===== src/rtl/prng_block_gen_if.sv =====
// Stream and control bundle for prng_block_gen: seeding/enable controls in,
// FWFT block stream and status out.
interface prng_block_gen_if #(
    parameter int OUTPUT_WIDTH = 256,
    parameter int BEAT_W       = 128,
    parameter int FIFO_DEPTH   = 4
);
    localparam int LEVEL_W = $clog2(FIFO_DEPTH + 1);

    logic                    en;
    logic                    seed_load;
    logic [BEAT_W-1:0]       seed_i;
    logic                    inject_fault;
    logic                    ready_i;
    logic [OUTPUT_WIDTH-1:0] data_o;
    logic                    valid_o;
    logic [LEVEL_W-1:0]      fifo_level_o;
    logic                    health_fail_o;

    modport master (
        output en, seed_load, seed_i, inject_fault, ready_i,
        input  data_o, valid_o, fifo_level_o, health_fail_o
    );

    modport slave (
        input  en, seed_load, seed_i, inject_fault, ready_i,
        output data_o, valid_o, fifo_level_o, health_fail_o
    );
endinterface


===== src/rtl/prng_block_gen.sv =====
// Multi-lane Galois-LFSR block generator: beats are packed into blocks, screened
// by a repeated-block health test and queued in a first-word-fall-through FIFO.
module prng_block_gen #(
    parameter int                    OUTPUT_WIDTH = 256,
    parameter int                    LFSR_WIDTH   = 32,
    parameter int                    NUM_LANES    = 4,
    parameter logic [LFSR_WIDTH-1:0] POLY         = 32'h80200003,
    parameter logic [LFSR_WIDTH-1:0] DEFAULT_SEED = 32'hACE1ACE1,
    parameter int                    FIFO_DEPTH   = 4
) (
    input  logic           clk,
    input  logic           rst,
    prng_block_gen_if.slave bus
);
    localparam int BEAT_W  = NUM_LANES * LFSR_WIDTH;
    localparam int BEATS   = OUTPUT_WIDTH / BEAT_W;
    localparam int CNT_W   = (BEATS > 1) ? $clog2(BEATS) : 1;
    localparam int PTR_W   = $clog2(FIFO_DEPTH);
    localparam int LEVEL_W = $clog2(FIFO_DEPTH + 1);

    function automatic logic [BEAT_W-1:0] reset_lanes();
        logic [BEAT_W-1:0] v;
        v = '0;
        for (int k = 0; k < NUM_LANES; k++)
            v[k*LFSR_WIDTH +: LFSR_WIDTH] = DEFAULT_SEED ^ LFSR_WIDTH'(k + 1);
        return v;
    endfunction

    localparam logic [BEAT_W-1:0] LANES_RST = reset_lanes();

    typedef enum logic {ST_RUN, ST_FAIL} state_t;
    state_t state_reg, state_next;

    logic [BEAT_W-1:0]       lanes_reg, lanes_next;
    logic [CNT_W-1:0]        beat_cnt_reg;
    logic [OUTPUT_WIDTH-1:0] asm_reg, block;
    logic [OUTPUT_WIDTH-1:0] prev_block_reg;
    logic                    prev_valid_reg;
    logic [OUTPUT_WIDTH-1:0] fifo_mem [FIFO_DEPTH];
    logic [PTR_W-1:0]        wr_ptr_reg, rd_ptr_reg;
    logic [LEVEL_W-1:0]      level_reg;
    logic fifo_full, fifo_empty;
    logic gen_fire, block_done, repeat_hit, push, pop, flush;

    assign fifo_full  = (level_reg == LEVEL_W'(FIFO_DEPTH));
    assign fifo_empty = (level_reg == '0);

    // Seeding wins over stepping; an all-zero lane seed would lock the LFSR, so it becomes 1.
    generate
        for (genvar gi = 0; gi < NUM_LANES; gi++) begin : g_lane
            logic [LFSR_WIDTH-1:0] cur, stepped, seed_raw, seed_fix;
            assign cur      = lanes_reg[gi*LFSR_WIDTH +: LFSR_WIDTH];
            assign stepped  = cur[0] ? ((cur >> 1) ^ POLY) : (cur >> 1);
            assign seed_raw = bus.seed_i[gi*LFSR_WIDTH +: LFSR_WIDTH];
            assign seed_fix = (seed_raw == '0) ? {{(LFSR_WIDTH-1){1'b0}}, 1'b1} : seed_raw;
            assign lanes_next[gi*LFSR_WIDTH +: LFSR_WIDTH] =
                bus.seed_load                     ? seed_fix :
                (gen_fire && !bus.inject_fault)   ? stepped  : cur;
        end
    endgenerate

    // Block as it would look with the current (pre-step) beat dropped into its slot.
    always_comb begin
        block = asm_reg;
        block[beat_cnt_reg*BEAT_W +: BEAT_W] = lanes_reg;
    end

    always_comb begin
        state_next = state_reg;
        gen_fire   = 1'b0;
        block_done = 1'b0;
        repeat_hit = 1'b0;
        push       = 1'b0;
        pop        = 1'b0;
        flush      = 1'b0;
        if (bus.seed_load) begin
            flush      = 1'b1;
            state_next = ST_RUN;
        end else if (state_reg == ST_RUN) begin
            gen_fire   = bus.en && !fifo_full;
            block_done = gen_fire && (beat_cnt_reg == CNT_W'(BEATS - 1));
            repeat_hit = block_done && prev_valid_reg && (block == prev_block_reg);
            push       = block_done && !repeat_hit;
            pop        = !fifo_empty && bus.ready_i && !repeat_hit;
            if (repeat_hit) begin
                flush      = 1'b1;
                state_next = ST_FAIL;
            end
        end
    end

    always_ff @(posedge clk or posedge rst) begin
        if (rst) begin
            state_reg      <= ST_RUN;
            lanes_reg      <= LANES_RST;
            beat_cnt_reg   <= '0;
            asm_reg        <= '0;
            prev_block_reg <= '0;
            prev_valid_reg <= 1'b0;
        end else begin
            state_reg <= state_next;
            lanes_reg <= lanes_next;
            if (bus.seed_load) begin
                beat_cnt_reg   <= '0;
                asm_reg        <= '0;
                prev_valid_reg <= 1'b0;
            end else if (gen_fire) begin
                beat_cnt_reg <= block_done ? '0 : beat_cnt_reg + CNT_W'(1);
                asm_reg      <= block_done ? '0 : block;
                if (push) begin
                    prev_block_reg <= block;
                    prev_valid_reg <= 1'b1;
                end
            end
        end
    end

    always_ff @(posedge clk or posedge rst) begin
        if (rst) begin
            wr_ptr_reg <= '0;
            rd_ptr_reg <= '0;
            level_reg  <= '0;
        end else if (flush) begin
            wr_ptr_reg <= '0;
            rd_ptr_reg <= '0;
            level_reg  <= '0;
        end else begin
            if (push) wr_ptr_reg <= wr_ptr_reg + PTR_W'(1);
            if (pop)  rd_ptr_reg <= rd_ptr_reg + PTR_W'(1);
            case ({push, pop})
                2'b10:   level_reg <= level_reg + LEVEL_W'(1);
                2'b01:   level_reg <= level_reg - LEVEL_W'(1);
                default: level_reg <= level_reg;
            endcase
        end
    end

    // Storage needs no reset: data_o is masked whenever the FIFO is empty.
    always_ff @(posedge clk) begin
        if (push) fifo_mem[wr_ptr_reg] <= block;
    end

    assign bus.valid_o       = !fifo_empty;
    assign bus.data_o        = fifo_empty ? '0 : fifo_mem[rd_ptr_reg];
    assign bus.fifo_level_o  = level_reg;
    assign bus.health_fail_o = (state_reg == ST_FAIL);
endmodule

===== src/flat_wrapper.sv =====
// flat-port wrapper written by rule: the top's interface ports become plain ports
module prng_block_gen_flat 
#(
    parameter int                    OUTPUT_WIDTH = 256,
    parameter int                    LFSR_WIDTH   = 32,
    parameter int                    NUM_LANES    = 4,
    parameter logic [LFSR_WIDTH-1:0] POLY         = 32'h80200003,
    parameter logic [LFSR_WIDTH-1:0] DEFAULT_SEED = 32'hACE1ACE1,
    parameter int                    FIFO_DEPTH   = 4
)
  (clk, rst, bus_en, bus_seed_load, bus_seed_i, bus_inject_fault, bus_ready_i, bus_data_o, bus_valid_o, bus_fifo_level_o, bus_health_fail_o);
  prng_block_gen_if #(.OUTPUT_WIDTH(OUTPUT_WIDTH), .FIFO_DEPTH(FIFO_DEPTH)) bus_i ();
  input  logic clk;
  input  logic rst;
  input wire logic [$bits(bus_i.en)-1:0] bus_en;
  input wire logic [$bits(bus_i.seed_load)-1:0] bus_seed_load;
  input wire logic [$bits(bus_i.seed_i)-1:0] bus_seed_i;
  input wire logic [$bits(bus_i.inject_fault)-1:0] bus_inject_fault;
  input wire logic [$bits(bus_i.ready_i)-1:0] bus_ready_i;
  output wire logic [$bits(bus_i.data_o)-1:0] bus_data_o;
  output wire logic [$bits(bus_i.valid_o)-1:0] bus_valid_o;
  output wire logic [$bits(bus_i.fifo_level_o)-1:0] bus_fifo_level_o;
  output wire logic [$bits(bus_i.health_fail_o)-1:0] bus_health_fail_o;
  assign bus_i.en = bus_en;
  assign bus_i.seed_load = bus_seed_load;
  assign bus_i.seed_i = bus_seed_i;
  assign bus_i.inject_fault = bus_inject_fault;
  assign bus_i.ready_i = bus_ready_i;
  assign bus_data_o = bus_i.data_o;
  assign bus_valid_o = bus_i.valid_o;
  assign bus_fifo_level_o = bus_i.fifo_level_o;
  assign bus_health_fail_o = bus_i.health_fail_o;
  prng_block_gen #(.OUTPUT_WIDTH(OUTPUT_WIDTH), .LFSR_WIDTH(LFSR_WIDTH), .NUM_LANES(NUM_LANES), .POLY(POLY), .DEFAULT_SEED(DEFAULT_SEED), .FIFO_DEPTH(FIFO_DEPTH)) u_core (.clk(clk), .rst(rst), .bus(bus_i));
endmodule

===== config.mk =====
export PLATFORM = sky130hd
export DESIGN_NAME = prng_block_gen_flat
export DESIGN_NICKNAME = d
export VERILOG_FILES = /design/src/rtl/prng_block_gen_if.sv /design/src/rtl/prng_block_gen.sv /design/src/flat_wrapper.sv
export SDC_FILE = /design/constraint.sdc
export NUM_CORES = 2
export LEC_CHECK = 0
export ABC_AREA = 1
export ABC_CLOCK_PERIOD_IN_PS = 26500
export BUFFER_PORTS_ARGS = -buffer_cell sky130_fd_sc_hd__buf_4
export CORE_MARGIN = 10
export CORE_UTILIZATION = 45
export DETAILED_ROUTE_END_ITERATION = 10
export GPL_TIMING_DRIVEN = 1
export PLACE_DENSITY_LB_ADDON = 0.25
export RECOVER_POWER = 50
export SKIP_CTS_REPAIR_TIMING = 1
export SYNTH_ARGS = -nofsm -noshare
export SYNTH_HDL_FRONTEND = slang
export SYNTH_SLANG_ARGS = --single-unit

===== constraint.sdc =====
create_clock -name clk -period 26.5 [get_ports clk]
set_clock_uncertainty 0.1 [all_clocks]
set_input_delay 1.325 -clock clk [delete_from_list [all_inputs] [get_ports clk]]
set_output_delay 1.325 -clock clk [all_outputs]
set_load 0.1 [all_outputs]

==> results_dict.tcl <==
set metrics [dict create \
    status "complete, but fails checks" \
    failed_checks "max-capacitance violations, max-slew violations" \
    finalSetupViolations 0 \
    worst-slew-pin-transition_ns 9.13 \
    hold_path_class "reg2reg" \
    drtAntennaViolNets 0 \
    grt_max_degree 219 \
    yosys_warnings 0 \
    setup.worst_path.end_class "flop" \
    synth_nets 7556 \
    fin_util 0.517 \
    drt-initial-drc-count 4936 \
    clk_pin_slew_ns 0.06 \
    synth_seq_cells 1674 \
    critPathKind "reg2reg" \
    grt_pass1_vias 50900 \
    cts_max_level 4 \
    wl_per_cell_um 22.1 \
    preCtsSetupSlack_ns 18.23 \
    met1Wirelength_mm 81.5 \
    clock_tree.buffer_depth 3 \
    tns_ns 0 \
    crit_chain "clkbuf_1 > o21ai_0 > xor2_1 > nor2_1 > nand2_1 > nor2_1 > nand2_1 > nor2_1 > nand2_1 > nand3_2 > buf_4 > nor2_4 > buf_4 > buf_4 > buf_4" \
    critPathMaxFanout 218 \
    worst_path_dominant_cell_family "buffers and inverters" \
    crit_buf_inv 5 \
    crit_required_ns 26.83 \
    root_buffer "clkbuf_16" \
    synth_edf_count 1024 \
    grt_pass1_wl_mm 323 \
    synth_most_common_cell "nand2_1" \
    place_hpwl_mm 137 \
    synth_common_cells "nand2_1 (1577), nor2_1 (1371), edfxtp_1 (1024)" \
    worstSetupStartpointType "flop" \
    ys_top_cells_by_area "edfxtp_1 (43%), dfrtp_1 (20%), nand2_1 (8.2%)" \
    die_area_um2 177000 \
    firstDrtPassIters 6 \
    core-area_um2 159000 \
    setup_ws_ns 10.97 \
    total_power_w 0.00672 \
    critical-path-max-stage-delay_ns 6.28 \
    period_needed_ns 15.53 \
    yosysTopAreaCellShare 0.426 \
    cts_made_buffers 175 \
    top_layer_used "met5" \
    num_io_pins 395 \
    peakVddDrop_v 0.0000766 \
    wl_met3_mm 12.3 \
    io_buffer_count 394 \
    drv_cap 20 \
    synth.avg_cell_area_um2 9.72 \
    grt_overflow 0 \
    place.gp.congestion 0.849 \
    syn_inst 7416 \
    synthFlopType "edfxtp_1" \
    drt_wl_total_mm 217 \
    cts_tree "done" \
    synthArstFlopShare 0.388 \
    largest_reg_flops 1024 \
    max_freq_mhz 64.4 \
    drc 0 \
    hold_violations 0 \
    syn_area_um2 72100 \
    p_leak_nw 33.5 \
    cp_slowest_cell "clkbuf_1" \
    maxSlewViolCount 1969 \
    start_util 0.454 \
    dieWidth_um 420 \
    rsz0062_at_grt "no" \
    antenna_found_initial 5 \
    slew_headroom -5.09 \
    die_h_um 420 \
    grtUsageTotal 0.240 \
    viasPerCell 5.37 \
    crit_path_frequent_cell "buf_4" \
    power.density_nw_per_um2 81.9 \
    wl_met2_mm 111 \
    finalCritPeriodShare 0.586 \
    drive_gt1_frac 0.100 \
    via_count 52900 \
    seq_area_frac_synth 0.653 \
    area_delta_synth_final_pct 13.8 \
    worst_skew_pair.late_latency_ns 0.82 \
    clock-sinks 1674 \
    cp.arrival_ns 15.85 \
    layout.nets 7766 \
    yosysTopAreaCell "edfxtp_1" \
    placementRows 146 \
    yosysUniqueCellTypes 35 \
]
==> path summary, 6_finish.rpt <==
path	cells after the start	slack [ns]	startpoint	end
min reg2reg	2	0.38	u_core.asm_reg[79]	u_core.asm_reg[79]
min in group asynchronous	2	2.27	rst	u_core.asm_reg[62]
max reg2reg	15	10.97	u_core.beat_cnt_reg	u_core.fifo_mem[3][182]
max	15	10.97	u_core.beat_cnt_reg	u_core.fifo_mem[3][182]
min	2	0.38	u_core.asm_reg[79]	u_core.asm_reg[79]
max in group asynchronous	5	13.84	rst	u_core.rd_ptr_reg[1]
==> metrics by stage <==
| stage | hold slack, ns | instances | instance area, µm² |
|---|---|---|---|
| after floorplan | 0.353 | 7416 | 72100 |
| after global placement | 0.366 | 9521 | 76400 |
| after detailed placement | 0.373 | 9521 | 76400 |
| after CTS | 0.387 | 9849 | 82300 |
| after global routing | 0.400 | 9852 | 82100 |
| final | 0.384 | 9852 | 82100 |
==> worst min-delay path: stages (launching register included) <==
cell	delay [ns]
dfrtp_1	0.34
nand2_1	0.05
o21ai_0	0.06
==> per-layer routing <==
metal,up-vias,global-route usage
met2,1708,0.423
met5,-,0
li1,25100,-
met3,427,0.0369
met4,2,0.127
met1,25700,0.283
==> cells by family (layout without fill, tap and decap cells) <==
family / count (synthesis) / count (layout) / share of synthesized area
buffers and inverters: 966 / 1327 / 0.0548
AO/OA/AOI/OAI: 1545 / 1545 / 0.115
other: 0 / 3 / 0
flip-flops: 1674 / 1674 / 0.653
XOR/XNOR: 44 / 44 / 0.00534
adder cells (fa/ha/maj): 6 / 6 / 0.00115
AND/OR/NAND/NOR: 3181 / 3181 / 0.171
==> cell usage in the layout, fill, tap and decap left out, types with 65 or more instances in the layout <==
master and count:
nand2_1 1577, dfstp_2 65, inv_1 541, o21ai_1 171, buf_4 421, edfxtp_1 1024
nand3_1 184, o21ai_0 795, clkbuf_16 181, nor2_1 1365, dfrtp_1 583, a21oi_1 386
a22oi_1 65
==> where the power goes <==
part | switching [W] | internal, W | leakage, nW | total, W
Clock | 0.00103 | 0.00145 | 2.86 | 0.00248
Sequential | 0.000119 | 0.00305 | 17.6 | 0.00317
Combinational | 0.000793 | 0.000283 | 13.0 | 0.00108
Total | 0.00194 | 0.00478 | 33.5 | 0.00672
==> layout make-up <==
type                            count  area (µm²)
Fill cell                       14200       76800
Sequential cell                  1674       47100
Multi-Input combinational cell   4776       21100
Clock buffer                      245        4970
Timing Repair Buffer              451        3410
Tap cell                         2072        2590
Inverter                          548        2090
Clock inverter                     83         867
Antenna cell                        3        7.51
Power figures use the tool's default switching activity.
